<file path="src/rtl/color_sensor_emulator_pkg.sv">
// ---------------------------------------------------------------------
// color_sensor_pkg: encodings and helpers shared by the sensor model,
// the colour-sensing controller and the frequency counter.  Rev 1.0
// ---------------------------------------------------------------------
`default_nettype none
package color_sensor_pkg;

  localparam logic [1:0] FLT_RED   = 2'b00;
  localparam logic [1:0] FLT_BLUE  = 2'b01;
  localparam logic [1:0] FLT_CLEAR = 2'b10;
  localparam logic [1:0] FLT_GREEN = 2'b11;

  localparam logic [1:0] SCL_OFF = 2'b00;
  localparam logic [1:0] SCL_2   = 2'b01;
  localparam logic [1:0] SCL_20  = 2'b10;
  localparam logic [1:0] SCL_100 = 2'b11;

  localparam logic [5:0] MULT_2   = 6'd50;
  localparam logic [5:0] MULT_20  = 6'd5;
  localparam logic [5:0] MULT_100 = 6'd1;

  localparam int HP_W = 22;

  typedef enum logic [1:0] {
    ST_OFF    = 2'd0,
    ST_SETTLE = 2'd1,
    ST_RUN    = 2'd2
  } state_t;

  // 65535 * 50 fits in 22 bits, so the product never wraps.
  function automatic logic [HP_W-1:0] half_period(input logic [15:0] base,
                                                  input logic [1:0]  scl);
    logic [5:0] m;
    case (scl)
      SCL_2:   m = MULT_2;
      SCL_20:  m = MULT_20;
      SCL_100: m = MULT_100;
      default: m = 6'd0;
    endcase
    return {6'd0, base} * {16'd0, m};
  endfunction

endpackage
`default_nettype wire

</file>
<file path="src/rtl/color_sensor_emulator_if.sv">
// ---------------------------------------------------------------------
// color_sensor_emulator_if: select, config and output lines of the
// emulated colour sensor.  Rev 1.0
// ---------------------------------------------------------------------
`default_nettype none
interface color_sensor_emulator_if;
  logic [1:0]  filter;
  logic [1:0]  scale;
  logic        cfg_we;
  logic [1:0]  cfg_sel;
  logic [15:0] cfg_data;
  logic        sensor_out;
  logic        busy;

  modport master (
    output filter, scale, cfg_we, cfg_sel, cfg_data,
    input  sensor_out, busy
  );

  modport slave (
    input  filter, scale, cfg_we, cfg_sel, cfg_data,
    output sensor_out, busy
  );
endinterface
`default_nettype wire

</file>
<file path="src/rtl/color_sensor_emulator_half_period_gen.sv">
// ---------------------------------------------------------------------
// half_period_gen: loadable down-counter toggling a square wave every
// load_val cycles.  Rev 1.0
// ---------------------------------------------------------------------
`default_nettype none
module half_period_gen
  import color_sensor_pkg::*;
(
  input  logic            clk,
  input  logic            rst_n,
  input  logic [HP_W-1:0] load_val,
  input  logic            enable,
  input  logic            restart,
  output logic            wave
);

  logic [HP_W-1:0] r_cnt;

  // load_val is only sampled at a reload, so a new value never cuts the
  // half-period in progress; a zero value parks the wave low until the
  // next reload sees a non-zero one.
  always_ff @(posedge clk or negedge rst_n) begin
    if (!rst_n) begin
      r_cnt <= '0;
      wave  <= 1'b0;
    end else if (!enable) begin
      r_cnt <= '0;
      wave  <= 1'b0;
    end else if (restart) begin
      r_cnt <= (load_val == '0) ? '0 : load_val - 1'b1;
      wave  <= 1'b0;
    end else if (r_cnt != '0) begin
      r_cnt <= r_cnt - 1'b1;
    end else if (load_val == '0) begin
      wave  <= 1'b0;
    end else begin
      r_cnt <= load_val - 1'b1;
      wave  <= ~wave;
    end
  end

endmodule
`default_nettype wire

</file>
<file path="src/rtl/color_sensor_emulator.sv">
// ---------------------------------------------------------------------
// color_sensor_emulator: light-to-frequency colour sensor model with
// programmable per-channel half-periods.  Rev 1.0
// ---------------------------------------------------------------------
`default_nettype none
module color_sensor_emulator
  import color_sensor_pkg::*;
#(
  parameter logic [15:0] DEF_RED   = 16'd500,
  parameter logic [15:0] DEF_BLUE  = 16'd800,
  parameter logic [15:0] DEF_GREEN = 16'd900,
  parameter logic [15:0] DEF_CLEAR = 16'd200,
  parameter logic [7:0]  SETTLE    = 8'd16
) (
  input  logic                    clk,
  input  logic                    rst_n,
  color_sensor_emulator_if.slave  bus
);

  logic [15:0]     r_base [4];
  logic [1:0]      r_flt_q, r_scl_q, r_flt_prev, r_scl_prev;
  logic [7:0]      r_settle_cnt;
  logic            r_busy;
  state_t          r_state, w_nxt;
  logic            w_sel_change, w_settle_start;
  logic            w_gen_en, w_gen_restart, w_wave;
  logic [HP_W-1:0] w_hp;

  always_ff @(posedge clk or negedge rst_n) begin
    if (!rst_n) begin
      r_base[FLT_RED]   <= DEF_RED;
      r_base[FLT_BLUE]  <= DEF_BLUE;
      r_base[FLT_CLEAR] <= DEF_CLEAR;
      r_base[FLT_GREEN] <= DEF_GREEN;
    end else if (bus.cfg_we) begin
      r_base[bus.cfg_sel] <= bus.cfg_data;
    end
  end

  always_ff @(posedge clk or negedge rst_n) begin
    if (!rst_n) begin
      r_flt_q    <= 2'b00;
      r_scl_q    <= 2'b00;
      r_flt_prev <= 2'b00;
      r_scl_prev <= 2'b00;
    end else begin
      r_flt_q    <= bus.filter;
      r_scl_q    <= bus.scale;
      r_flt_prev <= r_flt_q;
      r_scl_prev <= r_scl_q;
    end
  end

  assign w_hp         = half_period(r_base[r_flt_q], r_scl_q);
  assign w_sel_change = (r_flt_q != r_flt_prev) || (r_scl_q != r_scl_prev);

  // Power-down acts on the raw scale so the output drops on the next edge.
  always_comb begin
    w_nxt          = r_state;
    w_settle_start = 1'b0;
    if (bus.scale == SCL_OFF) begin
      w_nxt = ST_OFF;
    end else begin
      case (r_state)
        ST_OFF: begin
          if (r_scl_q != SCL_OFF) begin
            w_nxt          = ST_SETTLE;
            w_settle_start = 1'b1;
          end
        end
        ST_SETTLE, ST_RUN: begin
          if (w_sel_change && (r_scl_q != SCL_OFF)) begin
            w_nxt          = ST_SETTLE;
            w_settle_start = 1'b1;
          end else if ((r_state == ST_SETTLE) && (r_settle_cnt == SETTLE - 8'd1)) begin
            w_nxt = ST_RUN;
          end
        end
        default: w_nxt = ST_OFF;
      endcase
    end
  end

  always_ff @(posedge clk or negedge rst_n) begin
    if (!rst_n) begin
      r_state      <= ST_OFF;
      r_busy       <= 1'b0;
      r_settle_cnt <= 8'd0;
    end else begin
      r_state <= w_nxt;
      r_busy  <= (w_nxt == ST_SETTLE);
      if (w_settle_start || (r_state != ST_SETTLE)) begin
        r_settle_cnt <= 8'd0;
      end else begin
        r_settle_cnt <= r_settle_cnt + 8'd1;
      end
    end
  end

  assign w_gen_en      = (w_nxt == ST_RUN);
  assign w_gen_restart = (w_nxt == ST_RUN) && (r_state != ST_RUN);

  half_period_gen u_half_period_gen (
    .clk      (clk),
    .rst_n    (rst_n),
    .load_val (w_hp),
    .enable   (w_gen_en),
    .restart  (w_gen_restart),
    .wave     (w_wave)
  );

  assign bus.sensor_out = w_wave;
  assign bus.busy       = r_busy;

endmodule
`default_nettype wire

</file>
<file path="src/flat_wrapper.sv">
// flat-port wrapper written by rule: the top's interface ports become plain ports
module color_sensor_emulator_flat import color_sensor_pkg::*;
#(
  parameter logic [15:0] DEF_RED   = 16'd500,
  parameter logic [15:0] DEF_BLUE  = 16'd800,
  parameter logic [15:0] DEF_GREEN = 16'd900,
  parameter logic [15:0] DEF_CLEAR = 16'd200,
  parameter logic [7:0]  SETTLE    = 8'd16
)
  (clk, rst_n, bus_filter, bus_scale, bus_cfg_we, bus_cfg_sel, bus_cfg_data, bus_sensor_out, bus_busy);
  color_sensor_emulator_if bus_i ();
  input  logic clk;
  input  logic rst_n;
  input wire logic [$bits(bus_i.filter)-1:0] bus_filter;
  input wire logic [$bits(bus_i.scale)-1:0] bus_scale;
  input wire logic [$bits(bus_i.cfg_we)-1:0] bus_cfg_we;
  input wire logic [$bits(bus_i.cfg_sel)-1:0] bus_cfg_sel;
  input wire logic [$bits(bus_i.cfg_data)-1:0] bus_cfg_data;
  output wire logic [$bits(bus_i.sensor_out)-1:0] bus_sensor_out;
  output wire logic [$bits(bus_i.busy)-1:0] bus_busy;
  assign bus_i.filter = bus_filter;
  assign bus_i.scale = bus_scale;
  assign bus_i.cfg_we = bus_cfg_we;
  assign bus_i.cfg_sel = bus_cfg_sel;
  assign bus_i.cfg_data = bus_cfg_data;
  assign bus_sensor_out = bus_i.sensor_out;
  assign bus_busy = bus_i.busy;
  color_sensor_emulator #(.DEF_RED(DEF_RED), .DEF_BLUE(DEF_BLUE), .DEF_GREEN(DEF_GREEN), .DEF_CLEAR(DEF_CLEAR), .SETTLE(SETTLE)) u_core (.clk(clk), .rst_n(rst_n), .bus(bus_i));
endmodule
</file>
<file path="config.mk">
export PLATFORM = sky130hd
export DESIGN_NAME = color_sensor_emulator_flat
export DESIGN_NICKNAME = d
export VERILOG_FILES = /design/src/rtl/color_sensor_emulator_pkg.sv /design/src/rtl/color_sensor_emulator_if.sv /design/src/rtl/color_sensor_emulator_half_period_gen.sv /design/src/rtl/color_sensor_emulator.sv /design/src/flat_wrapper.sv
export SDC_FILE = /design/constraint.sdc
export NUM_CORES = 1
export LEC_CHECK = 0
export ABC_AREA = 1
export CAP_MARGIN = 20
export CORE_ASPECT_RATIO = 0.6
export CORE_MARGIN = 2
export CORE_UTILIZATION = 30
export CTS_BUF_LIST = sky130_fd_sc_hd__clkbuf_8
export CTS_CLUSTER_DIAMETER = 120
export CTS_CLUSTER_SIZE = 8
export DETAILED_ROUTE_END_ITERATION = 8
export SETUP_SLACK_MARGIN = 0.2
export SLEW_MARGIN = 20
export SYNTH_ARGS = -nofsm -noshare
export SYNTH_HDL_FRONTEND = slang
export SYNTH_HIERARCHICAL = 1
export SYNTH_SLANG_ARGS = --single-unit
</file>
<file path="constraint.sdc">
create_clock -name clk -period 7.03 [get_ports clk]
set_clock_uncertainty 0.15 [all_clocks]
set_input_delay 1.406 -clock clk [delete_from_list [all_inputs] [get_ports clk]]
set_output_delay 1.406 -clock clk [all_outputs]
set_load 0.01 [all_outputs]
</file>
==> results.sh, run 1 <==
export IMPL_dieArea_um2=31100
export IMPL_cts_post_setup_buffers_inserted=0
export IMPL_clock_latency_ps=410
export IMPL_worstHoldPathCells=0
export IMPL_h_tree_depth=3
export IMPL_first_pass_iters=5
export IMPL_drtIter0Drc=816
export IMPL_postCtsResizedCells=0
export IMPL_r2r_start="u_core/r_flt_q[1]"
export IMPL_hold_violations=0
export IMPL_gp_congestion=0.867
export IMPL_yosysSeqAreaShare=0.300
export IMPL_async_flop_share=1.00
export IMPL_intPower_mw=1.15
export IMPL_layout_common_cells="nand2_1, inv_1, nor2_1"
export IMPL_vias=7998
export IMPL_synth_edff_count=0
export IMPL_ys_ff_latch=106
export IMPL_grt_overflow_total=0
export IMPL_drive_gt1_frac=0.0747
export IMPL_crit_start="u_core/r_flt_q[1]"
export IMPL_die_x_um=226
export IMPL_placed_cells=1682
export IMPL_r2r_cells=25
export IMPL_critPathKind="reg -> reg"
export IMPL_reg2reg_slack_ps=840
export IMPL_arrival_ps=6360
export IMPL_holdWs_ps=309
export IMPL_drv_cap=0
export IMPL_finalSetupTns_ps=0
export IMPL_finalSetupViolations=0
export IMPL_avgRoutedWirePerCell_um=12.9
export IMPL_start_util=0.307
export IMPL_status="completed"
export IMPL_ys_top_cells_by_area="dfrtp_1, nand2_1, inv_1"
export IMPL_wirelength_mm=21.9
export IMPL_antenna_found_initial=0
export IMPL_grt_pass1_wl_mm=37.9
export IMPL_rows=48
export IMPL_synth_top_family_by_area="simple AND/OR/NAND/NOR gates"
export IMPL_clk_pin_slew_ps=120
export IMPL_grt_pass1_vias=7524
export IMPL_numPortBuffers=26
export IMPL_cts_buffers=9
export IMPL_final_common_cell="nand2_1"
export IMPL_multiInputGateArea_um2=5320
export IMPL_combPwrFrac=0.452
export IMPL_postSynthCellCount=1289
export IMPL_hp_class="reg -> reg"
export IMPL_die_y_um=137
export IMPL_syn_area_per_cell_um2=6.90
export IMPL_slew_viol_final=0
export IMPL_period_needed_ps=6190
export IMPL_max_vdd_ir_drop_mv=0.125
export IMPL_min_delay_start="u_core/r_scl_q[0]"
export IMPL_power_density_nw_per_um2=212
export IMPL_slew_headroom=0.298
export IMPL_tightest_slew_ps=1050
export IMPL_synthToLayoutAreaGrowth_pct=8.83
export IMPL_synth_top_cell_area_share=0.253
export IMPL_clkSinkCount=106
export IMPL_clk_path_buf_depth=2
export IMPL_synthMuxAreaShare=0
export IMPL_pwr_share_clk=0.188
export IMPL_min_to="u_core/r_scl_prev[0]"
export IMPL_netlist_area_um2=8900
export IMPL_r2r_end="u_core/u_half_period_gen/r_cnt[1]"
export IMPL_synth_compound_area_frac=0.0932
export IMPL_drtAntennaViolNets=0
export IMPL_synth_yosys_warnings=6
export IMPL_synth_xor_xnor_area_share=0.0315
export IMPL_start_kind="flip-flop"
export IMPL_leakagePower_nw=5.18
export IMPL_slowest_stage="dfrtp_1"
export IMPL_synth_cell_types=42
export IMPL_slowest_delay_ps=740
export IMPL_required_ps=7190
export IMPL_avgViaCountPerCell=4.71
export IMPL_min_period_over_period=0.881
export IMPL_p_sw_frac=0.442
export IMPL_synth_top_area_cell="dfrtp_1"
export IMPL_clockRootBuffer="clkbuf_8"
export IMPL_cts_tree="built"
export IMPL_synthesis_nets=1394
export IMPL_rsz0062_at_grt="no"
export IMPL_grt_max_degree=65
export IMPL_hpwlAfterDp_mm=17.2
export IMPL_cp_common_cell="nand2_1"
export IMPL_track_usage=0.153
export IMPL_route_detailed_drc=0
export IMPL_fin_total_pwr_mw=2.05
export IMPL_io_pins=27
export IMPL_fill_cells=3172
export IMPL_cp_end_kind="flip-flop"
export IMPL_worstPathMaxFanout=20
export IMPL_n_antenna_cell=0
export IMPL_core_area_um2=28900
export IMPL_fin_nets=1398
export IMPL_synth_adder_area_share=0.136
export IMPL_cts_hold_buf=0
export IMPL_synth_simple_gate_area_frac=0.335
export IMPL_fmax_mhz=161
export IMPL_final_seq_area_um2=2670
export IMPL_pwr_share_seq=0.360
export IMPL_fin_cells=1698
export IMPL_power_switching_mw=0.908
export IMPL_synth_ff_type="dfrtp_1"
cells by family after synthesis:
logic type	Yosys count
and+or+nand+nor	693
AOI/OAI and AO/OA	152
DFF	106
xor gates and xnor gates	32
adders and majority gates	80
buffers and inverters	226
cell type report:
class,count,area share
well taps,400,0.0517
multi-input cells,957,0.549
clock inverters,7,0.00698
clock buffers,9,0.0128
inverters,189,0.0738
repair buffers,30,0.0297
flip-flops and latches,106,0.276
power by group through the flow:
stage          logic [mW]  registers (mW)  clock network, mW
2_1_floorplan       0.716           0.736                  0
3_3_place_gp        0.910           0.752                  0
3_5_place_dp        0.920           0.751                  0
4_1_cts             0.925           0.741              0.408
5_1_grt              1.08           0.750              0.428
6_report            0.928           0.741              0.385
worst max path at each step:
stage	end	slack, ps	cells after the start
6_report	u_core/u_half_period_gen/r_cnt[1]	840	25
5_1_grt	u_core/u_half_period_gen/r_cnt[1]	310	25
4_1_cts	u_core/u_half_period_gen/r_cnt[1]	910	25
3_5_place_dp	u_core/u_half_period_gen/r_cnt[1]	920	25
3_3_place_gp	u_core/u_half_period_gen/r_cnt[1]	1030	25
2_1_floorplan	u_core/u_half_period_gen/r_cnt[16]	2120	28
cells in the mapped netlist, drive strengths merged, types with 21 or more instances:
cell type  instances
ha                52
nand3            105
a21oi             28
fa                28
o21ai            108
xor2              25
nand2            387
nor2             172
dfrtp             90
inv              189
clkbuf            21
registers in the layout, indices dropped and copies added (netlist names):
name	cells
u_core/r_settle_cnt	8
u_core/r_flt_prev	2
u_core/u_half_period_gen/wave	1
u_core/r_state	2
u_core/r_scl_prev	2
u_core/r_base	64
u_core/u_half_period_gen/r_cnt	22
u_core/bus.busy	1
u_core/r_flt_q	2
u_core/r_scl_q	2
worst max-delay path: cells and delay by family, from the launching register on:
family	cells	cell delay, ps
buf+inv	4	580
simple gates	15	1980
fa+ha+maj	4	1840
flops	1	740
compound gates	2	780
routing by layer:
metal  part of all wire  wire length (µm)  global-route usage
met1               0.54             11900               0.237
met2               0.37              8170               0.211
met3              0.079              1720              0.0380
met4             0.0067               147              0.0263
met5                  0                 0                   0
metrics by stage:
stage	area, µm²	utilization	setup slack [ps]
2_1_floorplan	8900	-	2120
3_3_place_gp	9480	0.328	1030
3_5_place_dp	9490	0.328	924
4_1_cts	9680	0.334	912
5_1_grt	9690	0.335	309
6_report	9690	0.335	837
Power figures use the tool's default switching activity.
==> run 2: changes to the inputs <==
--- a/config.mk
+++ b/config.mk
@@ -8,7 +8,7 @@
 export ABC_AREA = 1
 export CAP_MARGIN = 20
 export CORE_ASPECT_RATIO = 0.6
-export CORE_MARGIN = 2
+export CORE_MARGIN = 5
 export CORE_UTILIZATION = 30
 export CTS_BUF_LIST = sky130_fd_sc_hd__clkbuf_8
 export CTS_CLUSTER_DIAMETER = 120
==> run 2 against run 1 <==
- power down 0.85%
- critical path depth is 2 lower
- via count is 0.45% lower
- critical endpoint unchanged
==> results.sh, run 2 (synthesized netlist as in run 1, its figures left out) <==
export IMPL_hp_class="reg -> reg"
export IMPL_fin_total_pwr_mw=2.04
export IMPL_synthToLayoutAreaGrowth_pct=8.65
export IMPL_rows=48
export IMPL_clk_path_buf_depth=2
export IMPL_die_y_um=143
export IMPL_cts_hold_buf=0
export IMPL_postCtsResizedCells=0
export IMPL_wl_met3_mm=1.60
export IMPL_arrival_ps=6380
export IMPL_cts_buffers=9
export IMPL_first_pass_iters=7
export IMPL_worstPathMaxFanout=20
export IMPL_finalSetupViolations=0
export IMPL_antenna_found_initial=0
export IMPL_multiInputGateArea_um2=5320
export IMPL_slew_headroom=0.343
export IMPL_clockRootBuffer="clkbuf_8"
export IMPL_drive_gt1_frac=0.0725
export IMPL_status="completed"
export IMPL_gp_congestion=0.934
export IMPL_clkSinkCount=106
export IMPL_layout_common_cells="nand2_1, inv_1, nor2_1"
export IMPL_top_register="u_core/r_base"
export IMPL_dieArea_um2=33300
export IMPL_cts_post_setup_buffers_inserted=0
export IMPL_holdWs_ps=303
export IMPL_final_seq_area_um2=2670
export IMPL_die_x_um=232
export IMPL_final_common_cell="nand2_1"
export IMPL_largest_reg_flops=64
export IMPL_drv_cap=0
export IMPL_drtAntennaViolNets=0
export IMPL_drt_met1_wl_mm=11.9
export IMPL_fin_nets=1397
export IMPL_clock_latency_ps=400
export IMPL_slowest_stage="dfrtp_1"
export IMPL_hpwlAfterDp_mm=17.3
export IMPL_cp_common_cell="nand2_1"
export IMPL_clk_pin_slew_ps=110
export IMPL_avgRoutedWirePerCell_um=13.0
export IMPL_cp_end_kind="flip-flop"
export IMPL_period_needed_ps=6220
export IMPL_fmax_mhz=161
export IMPL_critPathKind="reg -> reg"
export IMPL_top_regs="u_core/r_base (64), u_core/u_half_period_gen/r_cnt (22), u_core/r_settle_cnt (8)"
export IMPL_grt_pass1_vias=7586
export IMPL_io_pins=27
export IMPL_grt_max_degree=59
export IMPL_slew_viol_final=0
export IMPL_fill_cells=3086
export IMPL_utilization=0.333
export IMPL_cts_tree="built"
export IMPL_track_usage=0.138
export IMPL_start_util=0.307
export IMPL_wirelength_mm=22.1
export IMPL_tightest_slew_ps=983
export IMPL_grt_overflow_total=0
export IMPL_dr_wl_met2_mm=8.38
export IMPL_power_density_nw_per_um2=211
export IMPL_vias=7962
export IMPL_drtIter0Drc=717
export IMPL_h_tree_depth=3
export IMPL_avgViaCountPerCell=4.69
export IMPL_grt_pass1_wl_mm=37.7
export IMPL_rsz0062_at_grt="no"
export IMPL_required_ps=7190
export IMPL_route_detailed_drc=0
export IMPL_leakagePower_nw=5.17
export IMPL_crit_chain="inv_2, a32o_1, nor2_1, fa_1, fa_1, inv_1, fa_1, inv_1, ha_1, nand2_1, nor2_1, a21boi_0, nor2_1, nand2_1, nand2_1, nor2_1, nand2_1, inv_1, nand3_2, o21ai_4, nand2_1, nand2_1, nand2_1"
export IMPL_min_period_over_period=0.885
export IMPL_top_layer="met4"
export IMPL_hold_violations=0
export IMPL_numPortBuffers=26
export IMPL_slowest_delay_ps=740
export IMPL_finalSetupTns_ps=0
export IMPL_max_vdd_ir_drop_mv=0.108
export IMPL_core_area_um2=29000
export IMPL_n_antenna_cell=0
export IMPL_start_kind="flip-flop"
-- run 2: metrics by stage --
step / worst slack, ps / cell area [µm²] / cells
5_1_grt: 416 / 9670 / 1697
3_5_place_dp: 922 / 9470 / 1680
2_1_floorplan: 2120 / 8900 / 1289
4_1_cts: 890 / 9650 / 1696
3_3_place_gp: 1020 / 9470 / 1680
6_report: 807 / 9670 / 1697
-- run 2: final cells by class --
class                   count  area share
clock buffers               9      0.0128
repair buffers             29      0.0298
clock inverters             7     0.00556
inverters                 189      0.0739
flip-flops and latches    106       0.276
well taps                 400      0.0518
multi-input cells         957       0.550
-- run 2: report_power, final --
group | leakage (nW) | internal (mW) | switching, mW
sequential | 1.33 | 0.693 | 0.0445
combinational | 3.75 | 0.315 | 0.617
clock | 0.0929 | 0.132 | 0.236
-- run 2: path summary, 6_finish.rpt --
kind,startpoint,end,slack (ps),cells after the start
max,u_core/r_flt_q[1],u_core/u_half_period_gen/r_cnt[1],810,23
min,u_core/r_scl_q[0],u_core/r_scl_prev[0],300,0
min in group asynchronous,rst_n,u_core/bus.busy,870,1
min reg2reg,u_core/r_scl_q[0],u_core/r_scl_prev[0],300,0
max in group asynchronous,rst_n,u_core/r_base[44],4640,2
max reg2reg,u_core/r_flt_q[1],u_core/u_half_period_gen/r_cnt[1],810,23
-- run 2: worst max-delay path, delay by kind of cell (launching register included) --
| kind | cells | cell delay, ps |
|---|---|---|
| AND/OR/NAND/NOR | 12 | 1610 |
| AO/OA/AOI/OAI | 3 | 1170 |
| buffers and inverters | 4 | 580 |
| flip-flops | 1 | 740 |
| adder cells (fa/ha/maj) | 4 | 1820 |
-- run 2: routing by layer --
layer	vias to the layer above	track usage
li1	4031	-
met1	3722	0.216
met2	194	0.193
met3	15	0.0322
met4	0	0.0249
met5	-	0
==> run 3: changes to the inputs <==
--- a/config.mk
+++ b/config.mk
@@ -7,9 +7,9 @@
 export LEC_CHECK = 0
 export ABC_AREA = 1
 export CAP_MARGIN = 20
-export CORE_ASPECT_RATIO = 0.6
+export CORE_ASPECT_RATIO = 1.5
 export CORE_MARGIN = 5
-export CORE_UTILIZATION = 30
+export CORE_UTILIZATION = 35
 export CTS_BUF_LIST = sky130_fd_sc_hd__clkbuf_8
 export CTS_CLUSTER_DIAMETER = 120
 export CTS_CLUSTER_SIZE = 8
==> run 3 against run 2 <==
- core utilization is 5.0 points higher
- die area is 14% lower
- sequential share of layout area is 0.18 points higher
- highest routed layer unchanged
==> results.sh, run 3 (synthesized netlist as in run 1, its figures left out) <==
export IMPL_status="completed"
export IMPL_vias=7631
export IMPL_core_area_um2=25100
export IMPL_max_vdd_ir_drop_mv=0.154
export IMPL_leakagePower_nw=5.18
export IMPL_first_pass_iters=5
export IMPL_finalSetupTns_ps=0
export IMPL_cts_hold_buf=0
export IMPL_avgViaCountPerCell=4.69
export IMPL_postCtsResizedCells=0
export IMPL_required_ps=7160
export IMPL_holdWs_ps=304
export IMPL_gp_congestion=0.847
export IMPL_die_y_um=205
export IMPL_drive_gt1_frac=0.0732
export IMPL_fmax_mhz=174
export IMPL_synthToLayoutAreaGrowth_pct=7.93
export IMPL_track_usage=0.147
export IMPL_grt_pass1_vias=7759
export IMPL_finalSetupViolations=0
export IMPL_clockRootBuffer="clkbuf_8"
export IMPL_p_sw_frac=0.428
export IMPL_drtIter0Drc=242
export IMPL_rsz0062_at_grt="no"
export IMPL_cts_post_setup_buffers_inserted=0
export IMPL_drv_cap=0
export IMPL_avgRoutedWirePerCell_um=12.6
export IMPL_clock_latency_ps=390
export IMPL_grt_overflow_total=0
export IMPL_worstPathMaxFanout=13
export IMPL_dieArea_um2=28800
export IMPL_power_density_nw_per_um2=215
export IMPL_clk_path_buf_depth=2
export IMPL_clkSinkCount=106
export IMPL_slew_viol_final=0
export IMPL_wirelength_mm=20.5
export IMPL_n_antenna_cell=0
export IMPL_fin_total_pwr_mw=2.06
export IMPL_cts_buffers=9
export IMPL_fin_nets=1398
export IMPL_fill_cells=2736
export IMPL_grt_pass1_wl_mm=35.4
export IMPL_pwr_share_seq=0.356
export IMPL_layout_common_cells="nand2_1, inv_1, nor2_1"
export IMPL_route_detailed_drc=0
export IMPL_grt_max_degree=63
export IMPL_period_needed_ps=5750
export IMPL_slew_headroom=0.315
export IMPL_tightest_slew_ps=1030
export IMPL_cp_end_kind="flip-flop"
export IMPL_post_route_cell_area_um2=9610
export IMPL_min_period_over_period=0.818
export IMPL_start_kind="flip-flop"
export IMPL_place_area_um2=9390
export IMPL_drtAntennaViolNets=0
export IMPL_cts_tree="built"
export IMPL_io_pins=27
export IMPL_critPathKind="reg -> reg"
export IMPL_hold_violations=0
export IMPL_start_util=0.355
export IMPL_antenna_found_initial=0
export IMPL_top_regs="u_core/r_base (64), u_core/u_half_period_gen/r_cnt (22), u_core/r_settle_cnt (8)"
export IMPL_power_switching_mw=0.882
export IMPL_hp_class="reg -> reg"
export IMPL_pwr_share_clk=0.201
export IMPL_final_common_cell="nand2_1"
export IMPL_numPortBuffers=26
export IMPL_arrival_ps=5880
export IMPL_combPwrFrac=0.443
export IMPL_clk_pin_slew_ps=110
export IMPL_largest_reg_flops=64
export IMPL_die_x_um=140
export IMPL_h_tree_depth=3
export IMPL_intPower_mw=1.18
export IMPL_rows=71
export IMPL_top_register="u_core/r_base"
export IMPL_hpwlAfterDp_mm=16.3
==> run 3: path summary, 6_finish.rpt <==
kind | startpoint | slack (ps) | end | cells after the start
max | u_core/r_scl_q[1] | 1280 | u_core/u_half_period_gen/r_cnt[14] | 25
min | u_core/r_scl_q[0] | 300 | u_core/r_scl_prev[0] | 0
max reg2reg | u_core/r_scl_q[1] | 1280 | u_core/u_half_period_gen/r_cnt[14] | 25
min reg2reg | u_core/r_scl_q[0] | 300 | u_core/r_scl_prev[0] | 0
max in group asynchronous | rst_n | 4700 | u_core/r_base[14] | 2
min in group asynchronous | rst_n | 850 | u_core/r_base[51] | 1
==> run 3: per-layer routing <==
metal	GRT usage	routed length, µm
met1	0.160	8460
met2	0.286	10900
met3	0.0165	366
met4	0.0599	754
met5	0	0
==> run 3: worst max-delay path, cell delays in order, from the launching register on <==
cell	delay (ps)
dfrtp_1	460
nor2_2	530
inv_2	250
nor2_1	300
fa_1	450
fa_1	490
inv_1	50
fa_1	520
inv_1	40
ha_1	330
nand2_1	130
nor2_1	150
a21boi_0	340
nor2_1	70
nand2_1	60
nand2_1	110
nor2_1	140
nand2_1	100
inv_1	130
nand3_2	120
nor2_4	190
nand3_1	140
nand2_2	140
inv_2	110
nand2_1	80
nor2_1	40
==> run 3: power by group through the flow <==
stage,Sequential (mW),Combinational (mW),Clock [mW]
2_1_floorplan,0.736,0.716,0
3_3_place_gp,0.743,0.903,0
3_5_place_dp,0.746,0.914,0
4_1_cts,0.734,0.920,0.435
5_1_grt,0.743,1.07,0.459
6_report,0.733,0.913,0.415
==> run 3: area by class of cell <==
cell class	instances	area (µm²)	share of cell area
flip-flops and latches	106	2670	0.278
inverters	189	714	0.0744
clock buffers	9	124	0.0129
well taps	328	410	0.0427
repair buffers	30	288	0.0300
clock inverters	7	85.1	0.00886
multi-input cells	957	5310	0.553
==> run 3: stage by stage <==
stage | instances | util | worst slack, ps
2_1_floorplan | 1289 | - | 2120
3_3_place_gp | 1610 | 0.375 | 1310
3_5_place_dp | 1610 | 0.375 | 1280
4_1_cts | 1626 | 0.383 | 1260
5_1_grt | 1626 | 0.383 | 703
6_report | 1626 | 0.383 | 1280
